**config.mk**
```make
export PLATFORM = sky130hd
export DESIGN_NAME = clk_en_meter_flat
export DESIGN_NICKNAME = d
export VERILOG_FILES = /design/src/rtl/clk_en_meter_if.sv /design/src/rtl/clk_en_meter.sv /design/src/flat_wrapper.sv
export SDC_FILE = /design/constraint.sdc
export NUM_CORES = 1
export LEC_CHECK = 0
export BUFFER_PORTS_ARGS = -buffer_cell sky130_fd_sc_hd__buf_2
export CAP_MARGIN = 10
export CORE_MARGIN = 2
export CORE_UTILIZATION = 50
export CTS_CLUSTER_SIZE = 8
export DETAILED_ROUTE_END_ITERATION = 8
export GPL_TIMING_DRIVEN = 0
export PLACE_DENSITY = 0.65
export RECOVER_POWER = 100
export SYNTH_ARGS = -nofsm -noshare
export SYNTH_HDL_FRONTEND = slang
export SYNTH_SLANG_ARGS = --single-unit
export TNS_END_PERCENT = 50
```
**constraint.sdc**
```tcl
create_clock -name clk -period 4.8 [get_ports clk]
set_clock_uncertainty 0.05 [all_clocks]
set_input_delay 0.96 -clock clk [delete_from_list [all_inputs] [get_ports clk]]
set_output_delay 0.96 -clock clk [all_outputs]
set_load 0.01 [all_outputs]
```
**src/rtl/clk_en_meter_if.sv**
```systemverilog
// Signal bundle between a clock-enable rate meter and its user: control in, results out.
interface clk_en_meter_if #(
    parameter int INPUT_WIDTH = 8,
    parameter int COUNT_WIDTH = 16
);
    logic                   en_i;
    logic                   start_i;
    logic                   cont_i;
    logic                   busy_o;
    logic                   valid_o;
    logic [COUNT_WIDTH-1:0] count_o;
    logic [INPUT_WIDTH-1:0] freq_o;
    logic                   overflow_o;
    logic                   stable_o;

    modport master (
        output en_i, start_i, cont_i,
        input  busy_o, valid_o, count_o, freq_o, overflow_o, stable_o
    );

    modport slave (
        input  en_i, start_i, cont_i,
        output busy_o, valid_o, count_o, freq_o, overflow_o, stable_o
    );
endinterface

```
**src/rtl/clk_en_meter.sv**
```systemverilog
// Counts en_i pulses over a fixed gate window of INPUT_FREQ << SCALE_LOG2 cycles and
// reports the raw count plus the rate in the enable generator's frequency units.
module clk_en_meter #(
    parameter int INPUT_FREQ  = 125,
    parameter int INPUT_WIDTH = 8,
    parameter int SCALE_LOG2  = 4,
    parameter int COUNT_WIDTH = 16,
    parameter int TOL         = 1
) (
    input  logic           clk,
    input  logic           rst_i,
    clk_en_meter_if.slave  bus
);
    localparam int WINDOW    = INPUT_FREQ << SCALE_LOG2;
    localparam int WIN_WIDTH = (WINDOW > 1) ? $clog2(WINDOW) : 1;
    localparam logic [WIN_WIDTH-1:0]   WIN_LAST  = WIN_WIDTH'(WINDOW - 1);
    localparam logic [COUNT_WIDTH-1:0] COUNT_MAX = {COUNT_WIDTH{1'b1}};
    localparam logic [COUNT_WIDTH-1:0] TOL_C     = COUNT_WIDTH'(TOL);

    typedef enum logic [0:0] {
        IDLE    = 1'b0,
        MEASURE = 1'b1
    } state_t;

    function automatic logic [INPUT_WIDTH-1:0] scale_freq(input logic [COUNT_WIDTH-1:0] c);
        logic [COUNT_WIDTH-1:0] shifted;
        shifted = c >> SCALE_LOG2;
        if ((shifted >> INPUT_WIDTH) != {COUNT_WIDTH{1'b0}}) begin
            return {INPUT_WIDTH{1'b1}};
        end else begin
            return shifted[INPUT_WIDTH-1:0];
        end
    endfunction

    state_t                 state_r;
    logic                   busy_r;
    logic                   valid_r;
    logic [COUNT_WIDTH-1:0] count_r;
    logic [INPUT_WIDTH-1:0] freq_r;
    logic                   overflow_r;
    logic                   stable_r;
    logic [COUNT_WIDTH-1:0] pulse_r;
    logic                   sat_r;
    logic [WIN_WIDTH-1:0]   win_r;
    logic [COUNT_WIDTH-1:0] prev_r;
    logic                   prev_valid_r;

    logic [COUNT_WIDTH-1:0] pulse_next_s;
    logic                   sat_next_s;
    logic [COUNT_WIDTH-1:0] diff_s;
    logic                   stable_next_s;

    // Pulse count including the current sample, plus stability against the previous result.
    always_comb begin
        pulse_next_s = pulse_r;
        sat_next_s   = sat_r;
        if (bus.en_i) begin
            if (pulse_r == COUNT_MAX) begin
                sat_next_s = 1'b1;
            end else begin
                pulse_next_s = pulse_r + 1'b1;
            end
        end else begin
            pulse_next_s = pulse_r;
        end
        if (pulse_next_s >= prev_r) begin
            diff_s = pulse_next_s - prev_r;
        end else begin
            diff_s = prev_r - pulse_next_s;
        end
        stable_next_s = prev_valid_r && (diff_s <= TOL_C);
    end

    // Window sequencing and result registers.
    always_ff @(posedge clk) begin
        if (rst_i) begin
            state_r      <= IDLE;
            busy_r       <= 1'b0;
            valid_r      <= 1'b0;
            count_r      <= {COUNT_WIDTH{1'b0}};
            freq_r       <= {INPUT_WIDTH{1'b0}};
            overflow_r   <= 1'b0;
            stable_r     <= 1'b0;
            pulse_r      <= {COUNT_WIDTH{1'b0}};
            sat_r        <= 1'b0;
            win_r        <= {WIN_WIDTH{1'b0}};
            prev_r       <= {COUNT_WIDTH{1'b0}};
            prev_valid_r <= 1'b0;
        end else begin
            valid_r <= 1'b0;
            case (state_r)
                IDLE: begin
                    if (bus.start_i || bus.cont_i) begin
                        state_r      <= MEASURE;
                        busy_r       <= 1'b1;
                        pulse_r      <= {COUNT_WIDTH{1'b0}};
                        sat_r        <= 1'b0;
                        win_r        <= {WIN_WIDTH{1'b0}};
                        stable_r     <= 1'b0;
                        prev_valid_r <= 1'b0;
                    end
                end
                MEASURE: begin
                    if (win_r == WIN_LAST) begin
                        count_r      <= pulse_next_s;
                        freq_r       <= scale_freq(pulse_next_s);
                        overflow_r   <= sat_next_s;
                        valid_r      <= 1'b1;
                        stable_r     <= stable_next_s;
                        prev_r       <= pulse_next_s;
                        prev_valid_r <= 1'b1;
                        // Counters reload on the same edge so continuous mode loses no sample.
                        pulse_r      <= {COUNT_WIDTH{1'b0}};
                        sat_r        <= 1'b0;
                        win_r        <= {WIN_WIDTH{1'b0}};
                        if (!bus.cont_i) begin
                            state_r <= IDLE;
                            busy_r  <= 1'b0;
                        end
                    end else begin
                        pulse_r <= pulse_next_s;
                        sat_r   <= sat_next_s;
                        win_r   <= win_r + 1'b1;
                    end
                end
                default: begin
                    state_r <= IDLE;
                    busy_r  <= 1'b0;
                end
            endcase
        end
    end

    assign bus.busy_o     = busy_r;
    assign bus.valid_o    = valid_r;
    assign bus.count_o    = count_r;
    assign bus.freq_o     = freq_r;
    assign bus.overflow_o = overflow_r;
    assign bus.stable_o   = stable_r;
endmodule
```
**src/flat_wrapper.sv**
```systemverilog
// flat-port wrapper written by rule: the top's interface ports become plain ports
module clk_en_meter_flat 
#(
    parameter int INPUT_FREQ  = 125,
    parameter int INPUT_WIDTH = 8,
    parameter int SCALE_LOG2  = 4,
    parameter int COUNT_WIDTH = 16,
    parameter int TOL         = 1
)
  (clk, rst_i, bus_en_i, bus_start_i, bus_cont_i, bus_busy_o, bus_valid_o, bus_count_o, bus_freq_o, bus_overflow_o, bus_stable_o);
  clk_en_meter_if #(.INPUT_WIDTH(INPUT_WIDTH), .COUNT_WIDTH(COUNT_WIDTH)) bus_i ();
  input  logic clk;
  input  logic rst_i;
  input wire logic [$bits(bus_i.en_i)-1:0] bus_en_i;
  input wire logic [$bits(bus_i.start_i)-1:0] bus_start_i;
  input wire logic [$bits(bus_i.cont_i)-1:0] bus_cont_i;
  output wire logic [$bits(bus_i.busy_o)-1:0] bus_busy_o;
  output wire logic [$bits(bus_i.valid_o)-1:0] bus_valid_o;
  output wire logic [$bits(bus_i.count_o)-1:0] bus_count_o;
  output wire logic [$bits(bus_i.freq_o)-1:0] bus_freq_o;
  output wire logic [$bits(bus_i.overflow_o)-1:0] bus_overflow_o;
  output wire logic [$bits(bus_i.stable_o)-1:0] bus_stable_o;
  assign bus_i.en_i = bus_en_i;
  assign bus_i.start_i = bus_start_i;
  assign bus_i.cont_i = bus_cont_i;
  assign bus_busy_o = bus_i.busy_o;
  assign bus_valid_o = bus_i.valid_o;
  assign bus_count_o = bus_i.count_o;
  assign bus_freq_o = bus_i.freq_o;
  assign bus_overflow_o = bus_i.overflow_o;
  assign bus_stable_o = bus_i.stable_o;
  clk_en_meter #(.INPUT_FREQ(INPUT_FREQ), .INPUT_WIDTH(INPUT_WIDTH), .SCALE_LOG2(SCALE_LOG2), .COUNT_WIDTH(COUNT_WIDTH), .TOL(TOL)) u_core (.clk(clk), .rst_i(rst_i), .bus(bus_i));
endmodule
```
; ---- Word-level counts from Yosys, hierarchy flattened
; Index checks and enable logic that the tools add are counted.
[word_totals]
regBits = 58
in_bits = 5
output_inout_bits = 28
wordCells = 58
[op_classes]
add_sub_neg = 4
order_cmp = 2
n_eq_ne = 5
n_mux = 28
bitwise_logic = 1
n_reduce_logical = 7
[ops]
columns = op, n
row1 = 2-to-1 mux 16 bit, 5
row2 = case mux 16 bit (2 select lines), 1
row3 = subtractor 16 bit, 2
row4 = 2-to-1 mux 11 bit, 2
row5 = case mux 11 bit (2 select lines), 1
row6 = "adder 16 x 1 -> 16 bit, second input constant", 1
row7 = "== test 16 bit, second input constant", 1
row8 = >= comparator 16 bit, 1
row9 = "<= comparator 16 x 1 -> 1 bit, second input constant", 1
row10 = nonzero test 16 bit, 1
row11 = 2-to-1 mux 1 bit, 13
row12 = "adder 11 x 1 -> 11 bit, second input constant", 1
row13 = "== test 11 bit, second input constant", 1
row14 = case mux 1 bit (2 select lines), 5
row15 = 2-to-1 mux 8 bit, 1
row16 = "inequality test 2 bit, second input constant", 2
row17 = AND reduction 2 bit, 2
row18 = AND reduction 3 bit, 1
row19 = "inequality test 2 x 1 -> 1 bit, second input constant", 1
row20 = OR reduction 2 bit, 1
row21 = logical AND 1 bit, 1
row22 = logical OR 1 bit, 1
row23 = NOT 1 bit, 1

; ---- Depth between registers and ports, before layout
[logic_depth]
depth_word = 9
mapped_depth = 19

; ---- Worst setup path before layout
; No wires, ideal clock.
[synth_path]
kind = input-to-reg
from = in bus_en_i
to = reg u_core.stable_r, in the netlist u_core.bus.stable_o
setup_time_ns = 0.086
arrival_time_ns = 3.888
required_ns = 4.664
path_slack_ns = 0.777
stages = 17
cell_sequence = inv_1 > a21oi_2 > and2_1 > nand3_1 > xor2_1 > inv_1 > ha_1 > buf_6 > nand4_1 > o31a_1 > o21a_2 > and3_1 > buf_6 > mux2_4 > o41ai_1 > xor2_1 > a211oi_1
[synth_between]
elab_chain_cells = 7
word_cells_on_any_way = 9
classes_between = 2 x add/sub / 2 x order compare / 4 x mux / 1 x reduce/logical
[synth_rtl]
columns = item, line
row1 = from (decl), flat_wrapper.sv:14  ; input wire logic [$bits(bus_i.en_i)-1:0] bus_en_i;
row2 = 2-to-1 mux 16 bit *, clk_en_meter.sv:57  ; if (bus.en_i) begin
row3 = via u_core.pulse_next_s[11], clk_en_meter.sv:48  ; logic [COUNT_WIDTH-1:0] pulse_next_s;
row4 = "subtractor 16 bit, or another cell as far along", clk_en_meter.sv:69  ; diff_s = prev_r - pulse_next_s;
row5 = 2-to-1 mux 16 bit *, clk_en_meter.sv:66  ; if (pulse_next_s >= prev_r) begin
row6 = <= comparator 16 x 1 -> 1 bit *, clk_en_meter.sv:71  ; stable_next_s = prev_valid_r && (diff_s <= TOL_C);
row7 = logical AND 1 bit *, clk_en_meter.sv:71
row8 = 2-to-1 mux 1 bit *, clk_en_meter.sv:104  ; if (win_r == WIN_LAST) begin
row9 = case mux 1 bit (2 select lines) *, clk_en_meter.sv:91  ; case (state_r)
row10 = to (signal assigned), clk_en_meter.sv:109  ; stable_r <= stable_next_s;
row11 = to (decl), clk_en_meter.sv:41  ; logic stable_r;
; Mark *: on every way through the listed nets, which the timed path passes. The rest lies on a longest branch. The select of a mux whose other input is x is not followed.
; A chain may end at the register's enable or synchronous reset.

; ---- Worst setup path after layout
[layout_path]
from = reg u_core.pulse_r[0]
to = reg u_core.stable_r, in the netlist u_core.bus.stable_o
[layout_between]
elab_chain_cells = 9
word_cells_on_any_way = 12
classes_between = 3 x add/sub / 2 x order compare / 1 x eq/ne / 5 x mux / 1 x reduce/logical
[layout_rtl]
columns = item, line
row1 = from (decl), clk_en_meter.sv:42  ; logic [COUNT_WIDTH-1:0] pulse_r;
row2 = from (signal assigned), clk_en_meter.sv:84  ; pulse_r <= {COUNT_WIDTH{1'b0}};
row3 = from (signal assigned), clk_en_meter.sv:96  ; pulse_r <= {COUNT_WIDTH{1'b0}};
row4 = from (signal assigned), clk_en_meter.sv:113  ; pulse_r <= {COUNT_WIDTH{1'b0}};
row5 = adder 16 x 1 -> 16 bit / == test 16 bit (equally long branches), "clk_en_meter.sv:61, clk_en_meter.sv:58"
row6 = 2-to-1 mux 16 bit *, clk_en_meter.sv:58  ; if (pulse_r == COUNT_MAX) begin
row7 = 2-to-1 mux 16 bit *, clk_en_meter.sv:57
row8 = via u_core.pulse_next_s[11], clk_en_meter.sv:48
row9 = "subtractor 16 bit, or another cell as far along", clk_en_meter.sv:69
row10 = 2-to-1 mux 16 bit *, clk_en_meter.sv:66
row11 = <= comparator 16 x 1 -> 1 bit *, clk_en_meter.sv:71
row12 = logical AND 1 bit *, clk_en_meter.sv:71
row13 = 2-to-1 mux 1 bit *, clk_en_meter.sv:104
row14 = case mux 1 bit (2 select lines) *, clk_en_meter.sv:91
; Marks and branches as above.

==> impl_metrics.env <==
export IMPL_overflow=0
export IMPL_ir_drop_mv=0.203
export IMPL_yosys_area_share_simple_pct=23.6
export IMPL_synthFlopType="dfxtp_1"
export IMPL_synth_area_sq_um=4350
export IMPL_synth_top_family_by_area="compound AO/OA/AOI/OAI gates"
export IMPL_die_y_um=97.3
export IMPL_cts_path_max_buffers=2
export IMPL_fin_crit_sh_pct=93.5
export IMPL_yosysWarnings=0
export IMPL_slew_headroom_pct=-17.4
export IMPL_arrival_ps=4690
export IMPL_layout_commonest_cell="nor2_1"
export IMPL_worstPathCellList="ha_1 -> nand3_1 -> nor3_2 -> a21oi_4 -> and2_0 -> nand3_1 -> xor2_1 -> inv_1 -> ha_1 -> buf_6 -> nand4_1 -> nor2_1 -> o211ai_2 -> and3_1 -> buf_6 -> mux2_4 -> o41ai_1 -> xor2_1 -> a211oi_1"
export IMPL_p_leak_uw=0.00197
export IMPL_grt_pass1_wl_mm=19.3
export IMPL_cap_violations=1
export IMPL_hold_class="reg2reg"
export IMPL_top_usage_layer="met2"
export IMPL_period_needed_ps=4490
export IMPL_synth_compound_area_share_pct=26.6
export IMPL_dp_hpwl_mm=9.06
export IMPL_fmax_ghz=0.223
export IMPL_drv_slew=11
export IMPL_total_power_uw=976
export IMPL_finalHoldViolCount=0
export IMPL_grt_max_degree=11
export IMPL_grt_pass1_vias=3901
export IMPL_use_met2_pct=41.7
export IMPL_core_area_sq_um=8590
export IMPL_dr_pass1_iters=5
export IMPL_area_growth_pct=9.87
export IMPL_ios=33
export IMPL_holdPathStages=2
export IMPL_drive_gt1_share_pct=8.47
export IMPL_syn_nets=606
export IMPL_post_place_ws_ps=-43.3
export IMPL_endpoint_kind="flop"
export IMPL_status="complete, but fails checks"
export IMPL_slowest_delay_ps=470
export IMPL_cp_start_kind="flop"
export IMPL_num_rows=34
export IMPL_fp_dieW_um=97.3
export IMPL_synthArstFlopShare_pct=0
export IMPL_powerDensity_nw_per_um2=204
export IMPL_setup_viol=0
export IMPL_synthDistinctLibCells=71
export IMPL_post_cts_buffers=0
export IMPL_clkTransAtPathRegs_ps=70
export IMPL_cts_buffers=9
export IMPL_required_ps=5000
export IMPL_gp_congestion=0.877
export IMPL_antenna_found_initial=0
export IMPL_track_usage_pct=25.0
export IMPL_seq_area_sq_um=1160
export IMPL_muxShareOfSynthArea_pct=0.806
export IMPL_dr_total_vias=4183
export IMPL_grt_met3_usage_pct=4.46
export IMPL_drt_iter0_drc=189
export IMPL_worstRegToRegCells=19
export IMPL_htreeDepth=3
export IMPL_vias_per_cell=5.79
export IMPL_yosysSeqAreaShare_pct=26.7
export IMPL_io_buffers=32
export IMPL_tightest_slew_ps=1750
export IMPL_drc=0
export IMPL_rsz0062_at_grt="no"
export IMPL_ys_ff_latch=58
export IMPL_cts_tree="done"
export IMPL_num_fill_cells=845
export IMPL_wl_per_cell_um=16.1
export IMPL_path_max_fanout=10
export IMPL_violations="max-capacitance violations, max-slew violations"
export IMPL_clk_root_buffer_cell="clkbuf_8"
export IMPL_finalSetupTns_ps=0
export IMPL_cp_slowest_cell="xor2_1"
export IMPL_layout_setup_ws_ps=310
export IMPL_die_area_sq_um=9460
export IMPL_nets=649
export IMPL_critPathTopFamily="simple AND/OR/NAND/NOR gates"
export IMPL_synth_area_per_cell_sq_um=7.68
export IMPL_hold_ws_ps=440
export IMPL_multi_input_comb_area_sq_um=2890
export IMPL_final_cell_mix="nor2_1 (89), dfxtp_1 (58), clkbuf_1 (46), nand2_1 (41), inv_1 (41)"
export IMPL_antenna_left=0
export IMPL_start_util_pct=50.6
export IMPL_grt_use_met1_pct=33.0
export IMPL_criticalPathCategory="reg2reg"
export IMPL_synthXorXnorAreaFrac_pct=5.03
export IMPL_synth_enable_flop_cells=0
export IMPL_syn_inst=566
export IMPL_cts_sinks=58
export IMPL_path_buf_inv=3
export IMPL_synthAdderAreaFrac_pct=10.4
export IMPL_n_antenna_cell=0
export IMPL_crit_cells=19
export IMPL_wl_mm=11.6
export IMPL_clk_latency_ps=350
## per-layer routing
layer | share of wire [%] | vias up
li1 | - | 2108
met1 | 47 | 1942
met2 | 46 | 113
met3 | 5.1 | 20
met4 | 1.8 | 0
met5 | 0 | -
## worst reg2reg max path, stage by stage (launching register included)
cell and delay, ps:
dfxtp_1 440, ha_1 210, nand3_1 140, nor3_2 280, a21oi_4 170, and2_0 260
nand3_1 140, xor2_1 480, inv_1 100, ha_1 330, buf_6 150, nand4_1 110
nor2_1 270, o211ai_2 170, and3_1 190, buf_6 140, mux2_4 290, o41ai_1 80
xor2_1 130, a211oi_1 270
## registers in the layout, summed over array words and instances (netlist names)
| name | flops |
|---|---|
| u_core.win_r | 11 |
| u_core.bus.overflow_o | 1 |
| u_core.pulse_r | 16 |
| u_core.bus.freq_o | 8 |
| u_core.bus.valid_o | 1 |
| u_core.state_r | 1 |
| u_core.bus.busy_o | 1 |
| u_core.bus.stable_o | 1 |
| u_core.prev_valid_r | 1 |
| u_core.sat_r | 1 |
| u_core.prev_r | 16 |
## area by class of cell
type                            count  area share, %
Multi-Input combinational cell    439           60.5
Sequential cell                    58           24.3
Inverter                           41           3.22
Buffer                             28           2.99
Clock buffer                       10           2.88
Tap cell                          108           2.83
Timing Repair Buffer               32           2.59
Clock inverter                      6          0.681
## cell usage after synthesis, drive strengths merged, types with 3 or more instances
master,n,area share [%]
nor2b,6,0.86
a22oi,12,2.1
o21a,6,1.1
nor3,13,1.7
nand3b,4,0.69
xnor2,14,2.8
or2,4,0.58
a2bb2oi,4,0.81
a21o,11,2.0
ha,33,9.5
nand2b,4,0.58
o211ai,5,1.1
nor4,4,0.92
o21ai,25,3.0
nor3b,3,0.52
dfxtp,58,27
nand2,41,3.5
a311oi,4,0.81
a2111oi,3,0.89
a211oi,28,4.8
xor2,11,2.2
a21oi,35,4.2
nand4,6,1.2
or3,5,0.75
clkbuf,16,1.4
nor2,90,7.8
inv,41,3.5
and3,8,1.2
buf,12,1.9
nand3,15,1.7
a31oi,10,1.4
o2111ai,3,0.60
and4,3,0.60
## report_power, final
group | switching (uW) | internal [uW]
clock network | 196 | 196
registers | 2.12 | 484
logic | 63.0 | 34.8
total | 261 | 715
## path summary, 6_finish.rpt
check | endpoint | startpoint | slack (ps)
worst max-delay path | u_core.bus.stable_o | u_core.pulse_r[0] | 310
worst max register to register | u_core.bus.stable_o | u_core.pulse_r[0] | 310
worst min-delay path | u_core.prev_valid_r | u_core.prev_valid_r | 440
worst min register to register | u_core.prev_valid_r | u_core.prev_valid_r | 440
## metrics by stage
stage	std cells	utilization (%)	cell area [sq um]
after floorplan	566	-	4350
after global placement	706	54.0	4640
after detailed placement	706	54.0	4640
after CTS	722	56.0	4810
after global routing	722	55.6	4780
final	722	55.6	4780
## timing repair
item / 4_1_cts / 5_1_grt
endpoints found under the setup margin: 0 / 1
hold buffers: 0 / 0
gates resized for setup: 0 / 6
## kinds of logic (layout without fill, tap and decap cells)
kind of cell             after synthesis  count (layout)
AO/OA/AOI/OAI                        165             165
buffers and inverters                 69             117
flip-flops                            58              58
multiplexers                           3               3
AND/OR/NAND/NOR                      211             211
adder cells (fa/ha/maj)               35              35
XOR/XNOR                              25              25
Power figures use the tool's default switching activity.
